==> src/rtl/fp32_pkg.sv <==
// Shared binary32 constants, exponent helpers and the FSM state encoding
// used by the floating-point multiplier and divider.
package fp32_pkg;

    localparam int BIAS    = 127;
    localparam int EMIN    = -126;
    localparam int EXP_MAX = 255;
    localparam int EXP_W   = 10;

    localparam logic [31:0] QNAN = 32'hFFC00000;
    localparam logic [31:0] INF  = 32'h7F800000;

    localparam logic signed [EXP_W-1:0] EMIN_E = EXP_W'(EMIN);
    localparam logic signed [EXP_W-1:0] BIAS_E = EXP_W'(BIAS);

    typedef enum logic [2:0] {
        S_IDLE,
        S_UNPACK,
        S_SPECIAL,
        S_NORM_IN,
        S_DIV,
        S_NORM_OUT,
        S_ROUND,
        S_PACK
    } fp_state_t;

    // Subnormals sit at EMIN without a hidden bit; normals drop the bias.
    function automatic logic signed [EXP_W-1:0] unbias(input logic [7:0] x);
        logic signed [EXP_W-1:0] e;
        if (x == 8'd0) e = EMIN_E;
        else           e = EXP_W'($signed({2'b00, x}) - BIAS);
        return e;
    endfunction

endpackage

==> src/rtl/fdiv_core.sv <==
// Restoring mantissa divider: one quotient bit per step, remainder shifted
// left after each trial subtraction.
module fdiv_core (
    input  logic        clk,
    input  logic        rst,
    input  logic        i_load,
    input  logic        i_step,
    input  logic [23:0] i_ma,
    input  logic [23:0] i_mb,
    output logic [26:0] o_q,
    output logic [25:0] o_r
);

    logic [26:0] r_q;
    logic [25:0] r_r;
    logic [23:0] r_mb;

    logic        w_ge;
    logic [25:0] w_rem;

    // NOTE: combinational blocks give every output a value first so no latch is inferred.
    always_comb begin
        w_ge  = 1'b0;
        w_rem = r_r;
        if (r_r >= {2'b00, r_mb}) begin
            w_ge  = 1'b1;
            w_rem = r_r - {2'b00, r_mb};
        end
    end

    // NOTE: state registers use non-blocking assignment so every flop samples pre-edge values.
    always_ff @(posedge clk) begin
        if (!rst) begin
            r_q  <= '0;
            r_r  <= '0;
            r_mb <= '0;
        end else if (i_load) begin
            r_q  <= '0;
            r_r  <= {2'b00, i_ma};
            r_mb <= i_mb;
        end else if (i_step) begin
            r_q <= {r_q[25:0], w_ge};
            r_r <= {w_rem[24:0], 1'b0};
        end
    end

    assign o_q = r_q;
    assign o_r = r_r;

endmodule

==> src/rtl/fdivider.sv <==
// Sequential binary32 divider z = a / b: special-case screening, operand
// normalisation, restoring mantissa division, round-to-nearest-even, pack.
module fdivider
    import fp32_pkg::*;
(
    input  logic        clk,
    input  logic        rst,
    input  logic        start,
    input  logic [31:0] a,
    input  logic [31:0] b,
    output logic [31:0] z,
    output logic        done,
    output logic        busy,
    output logic        dz
);

    fp_state_t r_state, w_next;

    logic [31:0]             r_a, r_b;
    logic                    r_sa, r_sb, r_sz;
    logic [7:0]              r_xa, r_xb;
    logic [22:0]             r_fa, r_fb;
    logic signed [EXP_W-1:0] r_ea, r_eb, r_ez;
    logic [23:0]             r_ma, r_mb, r_mant;
    logic                    r_g, r_rd, r_s;
    logic                    r_special, r_spec_dz;
    logic [31:0]             r_spec_z;
    logic [4:0]              r_cnt;
    logic [31:0]             r_z;
    logic                    r_done, r_dz;

    logic [26:0] w_q;
    logic [25:0] w_r;
    logic        w_load, w_step;

    assign w_load = (r_state == S_NORM_IN) && r_ma[23] && r_mb[23];
    assign w_step = (r_state == S_DIV);

    fdiv_core u_core (
        .clk    (clk),
        .rst    (rst),
        .i_load (w_load),
        .i_step (w_step),
        .i_ma   (r_ma),
        .i_mb   (r_mb),
        .o_q    (w_q),
        .o_r    (w_r)
    );

    // Operand classification and the canned result for special cases.
    logic        w_a_nan, w_b_nan, w_a_inf, w_b_inf, w_a_zero, w_b_zero;
    logic        w_is_special, w_spec_dz, w_sign;
    logic [31:0] w_spec_z;

    always_comb begin
        w_a_nan  = (r_xa == EXP_MAX[7:0]) && (r_fa != 23'd0);
        w_b_nan  = (r_xb == EXP_MAX[7:0]) && (r_fb != 23'd0);
        w_a_inf  = (r_xa == EXP_MAX[7:0]) && (r_fa == 23'd0);
        w_b_inf  = (r_xb == EXP_MAX[7:0]) && (r_fb == 23'd0);
        w_a_zero = (r_xa == 8'd0) && (r_fa == 23'd0);
        w_b_zero = (r_xb == 8'd0) && (r_fb == 23'd0);
        w_sign   = r_sa ^ r_sb;
        w_is_special = w_a_nan | w_b_nan | w_a_inf | w_b_inf | w_a_zero | w_b_zero;
        w_spec_z  = {w_sign, 31'd0};
        w_spec_dz = 1'b0;
        if (w_a_nan || w_b_nan || (w_a_zero && w_b_zero) || (w_a_inf && w_b_inf)) begin
            w_spec_z = QNAN;
        end else if (w_a_inf) begin
            w_spec_z = {w_sign, INF[30:0]};
        end else if (w_b_zero) begin
            w_spec_z  = {w_sign, INF[30:0]};
            w_spec_dz = 1'b1;
        end
    end

    // Quotient alignment plus denormalising shift for tiny results.
    logic [25:0]             w_ext;
    logic                    w_s;
    logic signed [EXP_W-1:0] w_ez, w_under;
    logic [4:0]              w_sh;
    logic [51:0]             w_wide;

    always_comb begin
        w_under = '0;
        w_sh    = '0;
        w_wide  = '0;
        if (w_q[26]) begin
            w_ext = w_q[26:1];
            w_s   = w_q[0] | (w_r != 26'd0);
            w_ez  = r_ez;
        end else begin
            w_ext = w_q[25:0];
            w_s   = (w_r != 26'd0);
            w_ez  = r_ez - 10'sd1;
        end
        if (w_ez < EMIN_E) begin
            w_under = EMIN_E - w_ez;
            w_sh    = (w_under > 10'sd26) ? 5'd26 : w_under[4:0];
            w_wide  = {w_ext, 26'd0} >> w_sh;
            w_ext   = w_wide[51:26];
            w_s     = w_s | (w_wide[25:0] != 26'd0);
            w_ez    = EMIN_E;
        end
    end

    logic [24:0]             w_sum;
    logic [23:0]             w_rmant;
    logic signed [EXP_W-1:0] w_rez, w_exp_b;
    logic [31:0]             w_pack;

    always_comb begin
        w_sum   = {1'b0, r_mant} + {24'd0, r_g & (r_rd | r_s | r_mant[0])};
        w_rmant = w_sum[23:0];
        w_rez   = r_ez;
        if (w_sum[24]) begin
            w_rmant = w_sum[24:1];
            w_rez   = r_ez + 10'sd1;
        end
        w_exp_b = r_ez + BIAS_E;
        if (r_special)          w_pack = r_spec_z;
        else if (r_ez > BIAS_E) w_pack = {r_sz, INF[30:0]};
        else if (!r_mant[23])   w_pack = {r_sz, 8'd0, r_mant[22:0]};
        else                    w_pack = {r_sz, w_exp_b[7:0], r_mant[22:0]};
    end

    always_comb begin
        w_next = r_state;
        case (r_state)
            S_IDLE:     if (start) w_next = S_UNPACK;
            S_UNPACK:   w_next = S_SPECIAL;
            S_SPECIAL:  w_next = w_is_special ? S_PACK : S_NORM_IN;
            S_NORM_IN:  if (w_load) w_next = S_DIV;
            S_DIV:      if (r_cnt == 5'd26) w_next = S_NORM_OUT;
            S_NORM_OUT: w_next = S_ROUND;
            S_ROUND:    w_next = S_PACK;
            S_PACK:     w_next = S_IDLE;
            default:    w_next = S_IDLE;
        endcase
    end

    always_ff @(posedge clk) begin
        if (!rst) r_state <= S_IDLE;
        else      r_state <= w_next;
    end

    always_ff @(posedge clk) begin
        if (!rst) begin
            r_a <= '0;  r_b <= '0;
            r_sa <= 1'b0; r_sb <= 1'b0; r_sz <= 1'b0;
            r_xa <= '0; r_xb <= '0; r_fa <= '0; r_fb <= '0;
            r_ea <= '0; r_eb <= '0; r_ez <= '0;
            r_ma <= '0; r_mb <= '0; r_mant <= '0;
            r_g <= 1'b0; r_rd <= 1'b0; r_s <= 1'b0;
            r_special <= 1'b0; r_spec_dz <= 1'b0; r_spec_z <= '0;
            r_cnt <= '0;
            r_z <= '0; r_done <= 1'b0; r_dz <= 1'b0;
        end else begin
            r_done <= 1'b0;
            case (r_state)
                S_IDLE: if (start) begin
                    r_a <= a;
                    r_b <= b;
                end
                S_UNPACK: begin
                    r_sa <= r_a[31]; r_xa <= r_a[30:23]; r_fa <= r_a[22:0];
                    r_sb <= r_b[31]; r_xb <= r_b[30:23]; r_fb <= r_b[22:0];
                end
                S_SPECIAL: begin
                    r_special <= w_is_special;
                    r_spec_z  <= w_spec_z;
                    r_spec_dz <= w_spec_dz;
                    r_ea <= unbias(r_xa);
                    r_eb <= unbias(r_xb);
                    r_ma <= {r_xa != 8'd0, r_fa};
                    r_mb <= {r_xb != 8'd0, r_fb};
                end
                S_NORM_IN: begin
                    if (!r_ma[23]) begin
                        r_ma <= r_ma << 1;
                        r_ea <= r_ea - 10'sd1;
                    end
                    if (!r_mb[23]) begin
                        r_mb <= r_mb << 1;
                        r_eb <= r_eb - 10'sd1;
                    end
                    if (w_load) begin
                        r_ez  <= r_ea - r_eb;
                        r_sz  <= r_sa ^ r_sb;
                        r_cnt <= '0;
                    end
                end
                S_DIV: r_cnt <= r_cnt + 5'd1;
                S_NORM_OUT: begin
                    r_mant <= w_ext[25:2];
                    r_g    <= w_ext[1];
                    r_rd   <= w_ext[0];
                    r_s    <= w_s;
                    r_ez   <= w_ez;
                end
                S_ROUND: begin
                    r_mant <= w_rmant;
                    r_ez   <= w_rez;
                end
                S_PACK: begin
                    r_z    <= w_pack;
                    r_dz   <= r_special & r_spec_dz;
                    r_done <= 1'b1;
                end
                default: ;
            endcase
        end
    end

    assign z    = r_z;
    assign done = r_done;
    assign dz   = r_dz;
    assign busy = (r_state != S_IDLE);

endmodule

==> config.mk <==
export PLATFORM = sky130hd
export DESIGN_NAME = fdivider
export DESIGN_NICKNAME = d
export VERILOG_FILES = /design/src/rtl/fp32_pkg.sv /design/src/rtl/fdiv_core.sv /design/src/rtl/fdivider.sv
export SDC_FILE = /design/constraint.sdc
export NUM_CORES = 1
export LEC_CHECK = 0
export CAP_MARGIN = 20
export CELL_PAD_IN_SITES_DETAIL_PLACEMENT = 0
export CELL_PAD_IN_SITES_GLOBAL_PLACEMENT = 1
export CORE_ASPECT_RATIO = 1.4
export CORE_MARGIN = 2
export CORE_UTILIZATION = 35
export DETAILED_ROUTE_END_ITERATION = 8
export GPL_TIMING_DRIVEN = 1
export PLACE_DENSITY_LB_ADDON = 0.3
export REMOVE_ABC_BUFFERS = 1
export SLEW_MARGIN = 20
export SYNTH_ARGS = -nofsm -noshare
export SYNTH_HDL_FRONTEND = slang
export SYNTH_SLANG_ARGS = --single-unit
==> constraint.sdc <==
create_clock -name clk -period 10.2 [get_ports clk]
set_input_delay 2.04 -clock clk [delete_from_list [all_inputs] [get_ports clk]]
set_output_delay 2.04 -clock clk [all_outputs]
set_load 0.05 [all_outputs]
# Word-level counts from Yosys, hierarchy flattened
# Index checks and enable logic that the tools add are counted.
dict set report classes {
  n_addsub 12
  n_lt_le_gt_ge 4
  n_eq_ne 16
  shift 1
  mux 43
  bitwise_logic 13
  n_reduce_logical 38
}
# operator n
set ops {}
lappend ops {{case mux 24 bit (2 select lines)} 3}
lappend ops {{2-to-1 mux 31 bit} 4}
lappend ops {{2-to-1 mux 24 bit} 5}
lappend ops {{2-to-1 mux 10 bit} 8}
lappend ops {{2-to-1 mux 32 bit} 2}
lappend ops {{2-to-1 mux 26 bit} 2}
lappend ops {{nonzero test 26 bit} 2}
lappend ops {{>> shifter 52 x 5 -> 52 bit} 1}
lappend ops {{zero test 23 bit} 2}
lappend ops {{nonzero test 23 bit} 2}
lappend ops {{case mux 10 bit (2 select lines)} 2}
lappend ops {{case mux 10 bit (3 select lines)} 1}
lappend ops {{subtractor 10 x 2 -> 10 bit, second input constant} 3}
lappend ops {{greater-or-equal comparator 26 x 24 -> 1 bit} 1}
lappend ops {{adder 24 x 1 -> 25 bit} 1}
lappend ops {{2-to-1 mux 25 bit} 1}
lappend ops {{subtractor 25 x 24 -> 25 bit} 1}
lappend ops {{case mux 3 bit (8 select lines)} 1}
lappend ops {{subtractor 8 x 7 -> 9 bit, second input constant} 2}
lappend ops {{equality test 8 bit, second input constant} 2}
lappend ops {{zero test 8 bit} 2}
lappend ops {{nonzero test 8 bit} 2}
lappend ops {{equality test 3 bit, second input constant} 4}
lappend ops {{2-to-1 mux 3 bit} 4}
lappend ops {{other kinds (28)} 69}
dict set report word_totals {
  register_bits 387
  input_bits 67
  out_inout_bits 35
}

# Longest topological paths before layout
dict set report depth {
  ltp_word 9
  ltp_mapped 21
  depth_no_buf 17
}

# Hierarchy
# From an unflattened synthesis, not the netlist that was laid out.
dict set report unflattened {
  cells_unflattened 2659
  area_unflattened_um2 20796.2
}
# module instances cells_each area_each_um2
set by_module_without_submodules {}
lappend by_module_without_submodules {fdivider 1 2134 16166.8}
lappend by_module_without_submodules {fdiv_core 1 525 4629.4}

# Least setup slack after synthesis
# Ideal clock, no wire load.
dict set report synth_timing {
  path_kind {register -> register}
  start {reg u_core.r_q[26], in the netlist u_core.o_q[26]}
  end {reg r_s}
  arrival_time_ns 4.581
  t_required_ns 10.078
  slack_ns 5.497
  stages_incl_launch_ff 21
  path_buffers 4
  synth_period_minus_slack_ns 4.703
  cell_sequence {dfxtp_1 > buf_2 > buf_1 > buf_1 > inv_1 > mux2i_1 > ha_1 > nor2b_1 > mux2_2 > nand3_1 > nor4bb_1 > or3_1 > o211a_1 > buf_6 > o21ai_2 > mux2i_2 > o221ai_2 > a2111oi_2 > nand4_1 > nor4_1 > nor2_1}
}
dict set report synth_via {
  elab_chain_cells 8
  elab_cells_between_ends 11
  classes_between {add/sub: 1; order compare: 2; shift: 1; mux: 5; bitwise: 1; reduce/logical: 1}
}
# element line_no
set synth_lines {}
lappend synth_lines {{start: declaration} fdiv_core.sv:14} ;# logic [26:0] r_q;
lappend synth_lines {{start signal: assignment} fdiv_core.sv:42} ;# r_q <= {r_q[25:0], w_ge};
lappend synth_lines {{2-to-1 mux 10 bit} fdivider.sv:87} ;# if (w_q[26]) begin
lappend synth_lines {{subtractor 8 x 10 -> 10 bit} fdivider.sv:97} ;# w_under = EMIN_E - w_ez;
lappend synth_lines {{greater-than comparator 10 x 6 -> 1 bit} fdivider.sv:98} ;# w_sh = (w_under > 10'sd26) ? 5'd26 : w_under[4:0];
lappend synth_lines {{2-to-1 mux 5 bit} fdivider.sv:98}
lappend synth_lines {{>> shifter 52 x 5 -> 52 bit} fdivider.sv:99} ;# w_wide = {w_ext, 26'd0} >> w_sh;
lappend synth_lines {{nonzero test 26 bit} fdivider.sv:101} ;# w_s = w_s | (w_wide[25:0] != 26'd0);
lappend synth_lines {{OR 1 bit} fdivider.sv:101}
lappend synth_lines {{2-to-1 mux 1 bit *} fdivider.sv:96} ;# if (w_ez < EMIN_E) begin
lappend synth_lines {{end signal: assignment} fdivider.sv:197} ;# r_s <= w_s;
lappend synth_lines {{end: declaration} fdivider.sv:25} ;# logic r_g, r_rd, r_s;
# Mark *: on every way between the ends. The rest lies on a longest branch, timed or not.
# A chain may end at the register's enable or synchronous reset.

# Worst setup path in the final report
dict set report layout_timing {
  start {reg r_ez[0]}
  end {reg r_s}
}
dict set report layout_via {
  elab_chain_cells 9
  elab_cells_between_ends 10
  classes_between {add/sub: 2; order compare: 2; shift: 1; mux: 3; bitwise: 1; reduce/logical: 1}
}
# element line_no
set layout_lines {}
lappend layout_lines {{start: declaration} fdivider.sv:23} ;# logic signed [EXP_W-1:0] r_ea, r_eb, r_ez;
lappend layout_lines {{start signal: assignment} fdivider.sv:187} ;# r_ez <= r_ea - r_eb;
lappend layout_lines {{start signal: assignment} fdivider.sv:198} ;# r_ez <= w_ez;
lappend layout_lines {{start signal: assignment} fdivider.sv:202} ;# r_ez <= w_rez;
lappend layout_lines {{subtractor 10 x 2 -> 10 bit} fdivider.sv:94} ;# w_ez = r_ez - 10'sd1;
lappend layout_lines {{2-to-1 mux 10 bit *} fdivider.sv:87}
lappend layout_lines {{subtractor 8 x 10 -> 10 bit} fdivider.sv:97}
lappend layout_lines {{greater-than comparator 10 x 6 -> 1 bit} fdivider.sv:98}
lappend layout_lines {{2-to-1 mux 5 bit} fdivider.sv:98}
lappend layout_lines {{>> shifter 52 x 5 -> 52 bit} fdivider.sv:99}
lappend layout_lines {{nonzero test 26 bit} fdivider.sv:101}
lappend layout_lines {{OR 1 bit} fdivider.sv:101}
lappend layout_lines {{2-to-1 mux 1 bit *} fdivider.sv:96}
# Marks and branches as above.

==> impl_metrics.tcl <==
set metrics [dict create \
    first_global_vias 19100 \
    timing_worst_setup_path_type "register to register" \
    cellPowerDensity_mw_per_mm2 272 \
    layout_setup_ws_ns 4.02 \
    synthMostInstantiatedCell "sky130_fd_sc_hd__nand2_1" \
    tritoncts_clock_tree "built" \
    io_pins 102 \
    routabilityCongestion 0.978 \
    maxSlewViolCount 0 \
    design.die.area_mm2 0.0603 \
    drt_first_iter_violations 1293 \
    post_cts.repair.setup_buffers 0 \
    timing.hold.ws_ns 0.449 \
    clock_tree.htree_level_count 2 \
    power.ir.vdd_worst_v 0.000234 \
    detail-route-antenna-nets 0 \
    final_period_minus_worst_setup_slack_ns 6.18 \
    crit_arrival_ns 6.63 \
    status "finished, final reports clean" \
    cp_cell_sequence "clkinv_1 > ha_1 > mux2i_1 > ha_1 > xnor3_2 > o21ai_0 > o211a_1 > a41oi_1 > o211a_1 > buf_4 > nor2_1 > buf_4 > o41ai_1 > o31ai_1 > a22oi_1 > nand4_1 > nor4_1 > nor2_1" \
    synth.yosys.seq_area_share 0.351 \
    hold_viol_final 0 \
    ys_top_cells_by_area "sky130_fd_sc_hd__dfxtp_1, sky130_fd_sc_hd__nand2_1, sky130_fd_sc_hd__a21oi_1" \
    layout-area-overhead-vs-synth_pct 14.1 \
    cts-resized-gates 0 \
    core_area_mm2 0.0576 \
    area_of_the_mapped_netlist_mm2 0.0204 \
    yosys.area.top_type "sky130_fd_sc_hd__dfxtp_1" \
    fin_skew_ns 0.0386 \
    drive_above_1_share 0.0671 \
    fin_util 0.404 \
    cts-buffers-inserted 39 \
    crit_buf_inv 3 \
    cts_sinks 358 \
    tightestPinTransition_ns 1.09 \
    fp.dieH_um 290 \
    critical_path.top_delay_family "compound AO/OA/AOI/OAI gates" \
    grt_antenna_before_repair 1 \
    worstSetupStartpointType "register" \
    maximum_clock_rate_mhz 162 \
    grt_start_max_net_pins 105 \
    post-route-period-util 0.605 \
    synth.yosys.warnings 0 \
    firstDrtPassIters 6 \
    grt_first_pass_wirelength_um 107000 \
    root_buffer "sky130_fd_sc_hd__clkbuf_16" \
    synth-async-reset-ratio 0 \
    ys_ff_latch 358 \
    post_cts_hold_buffer_count 0 \
    netlist_instances 2744 \
    global_route.overflow_total 0 \
    post_synth_edffs 0 \
    slew_headroom 0.272 \
    synth_area_per_inst_um2 7.44 \
    vias_per_cell 5.61 \
    skew_pair_late_insertion_delay_ns 0.58 \
    dp.final_hpwl_um 47900 \
    io_buffer_count 101 \
    synth_top_cell_area_share 0.351 \
    synth_common_cells "sky130_fd_sc_hd__nand2_1, sky130_fd_sc_hd__dfxtp_1, sky130_fd_sc_hd__a21oi_1, sky130_fd_sc_hd__o21ai_0, sky130_fd_sc_hd__clkbuf_1" \
    critical-path-slowest-cell "sky130_fd_sc_hd__xnor3_2" \
    clkSlewWorstSetupHoldPaths_ns 0.06 \
    endpoint_kind "register" \
    max_cap_violations 0 \
    holdCritPathClass "register to register" \
    vias 19700 \
    crit_path_max_fanout 45 \
    critical_path_required_ns 10.66 \
    grt_util_all_layers 0.217 \
    dominantRegCellSynth "sky130_fd_sc_hd__dfxtp_1" \
    finalSetupViolCount 0 \
    detail_route.wl_per_cell_um 19.1 \
    cts_max_path_buffers 3 \
    placement_rows 104 \
    finalWirelength_um 67000 \
    fin_setup_tns_ns 0 \
    post-route-drc-count 0 \
    power.static_leakage_uw 0.00820 \
    initial_utilization 0.354 \
    ys_types 92 \
    layout.nets 2845 \
    max_stage_delay_ns 0.84 \
    die_w_um 208 \
    insertedDiodeCount 0 \
    power_uw 6350 \
    setup_repair_after_global_routing_missed_its_margin "no" \
    dp_worst_setup_slack_ns 4.12 \
]
## power by group
part,switching (uW),total [uW],leakage (uW),internal (uW)
clock,619,1510,0.000662,891
combinational,2210,3200,0.00464,989
sequential,128,1640,0.00290,1510
total,2950,6350,0.00820,3390
## worst reg2reg max path, stage by stage, from the launching register on
cell	delay, ns
sky130_fd_sc_hd__dfxtp_1	0.66
sky130_fd_sc_hd__clkinv_1	0.38
sky130_fd_sc_hd__ha_1	0.43
sky130_fd_sc_hd__mux2i_1	0.35
sky130_fd_sc_hd__ha_1	0.32
sky130_fd_sc_hd__xnor3_2	0.84
sky130_fd_sc_hd__o21ai_0	0.20
sky130_fd_sc_hd__o211a_1	0.18
sky130_fd_sc_hd__a41oi_1	0.30
sky130_fd_sc_hd__o211a_1	0.21
sky130_fd_sc_hd__buf_4	0.29
sky130_fd_sc_hd__nor2_1	0.20
sky130_fd_sc_hd__buf_4	0.20
sky130_fd_sc_hd__o41ai_1	0.46
sky130_fd_sc_hd__o31ai_1	0.22
sky130_fd_sc_hd__a22oi_1	0.28
sky130_fd_sc_hd__nand4_1	0.14
sky130_fd_sc_hd__nor4_1	0.32
sky130_fd_sc_hd__nor2_1	0.08
## layout make-up
class	count	area (um2)
repair buffers	145	1340
clock inverters	17	263
clock buffers	54	1100
inverters	73	277
multi-input cells	2112	12200
well taps	742	928
fillers	5986	34300
flip-flops and latches	358	7170
## logic make-up (layout without fill, tap and decap cells)
family | count (synthesis) | after routing | synth area share
xor+xnor | 76 | 76 | 0.0344
buf+inv | 274 | 289 | 0.0529
fa+ha+maj | 49 | 49 | 0.0307
simple gates | 1033 | 1033 | 0.223
compound gates | 886 | 886 | 0.272
flops | 358 | 358 | 0.351
mux | 68 | 68 | 0.0363
## per-layer routing
metal	vias up	routed length, um	GRT usage
met4	2	2670	0.0911
met3	126	2330	0.0227
li1	9681	-	-
met2	443	34000	0.400
met5	-	13	0
met1	9405	28000	0.254
## flip-flops by register name, summed over array words and instances (netlist names), 3 cells and up
name / flops
r_a: 32
r_state: 3
r_spec_z: 3
r_mb: 24
r_fb: 23
u_core.r_mb: 24
u_core.o_r: 26
r_ea: 10
r_xb: 8
r_mant: 24
r_eb: 10
r_b: 32
r_fa: 23
r_ez: 10
u_core.o_q: 27
z: 32
r_cnt: 5
r_xa: 8
r_ma: 24
## layout by cell type (no fill, tap or decap), drive strengths merged, types with 7 or more instances in the layout
cell type      count
ha                47
buf               45
a21o              16
and3              25
o21ai            185
clkbuf            54
a31oi             22
clkdlybuf4s50    100
nor4              27
nand2            569
xor2              33
o211a             14
mux2              32
nor2             163
a211o              9
a21boi            96
mux2i             35
inv               71
o22ai             29
dfxtp            358
and2              20
nor3              46
a221oi            10
or2                7
nand4             14
nor2b             29
a22oi             64
xnor2             41
or3                9
o221ai            15
o31ai             11
nand2b            17
clkinv            12
a21oi            311
a211oi            18
nand3             87
o211ai            28
## final timing paths
kind                              from              endpoint  slack (ns)  cells after the start
setup / recovery  r_ez[0]$_SDFFE_PN0P_      r_s$_SDFFE_PN0P_        4.02                     18
hold / removal     r_a[5]$_SDFFE_PN0P_  r_fa[5]$_SDFFE_PN0P_        0.45                      2
setup reg to reg  r_ez[0]$_SDFFE_PN0P_      r_s$_SDFFE_PN0P_        4.02                     18
hold reg to reg    r_a[5]$_SDFFE_PN0P_  r_fa[5]$_SDFFE_PN0P_        0.45                      2
## stage by stage
step | instance area, um2 | instances
2_1_floorplan | 19600 | 2543
3_3_place_gp | 21900 | 3430
3_5_place_dp | 21900 | 3430
4_1_cts | 23300 | 3501
5_1_grt | 23300 | 3501
6_report | 23300 | 3501
(Power assumes the default switching activity.)
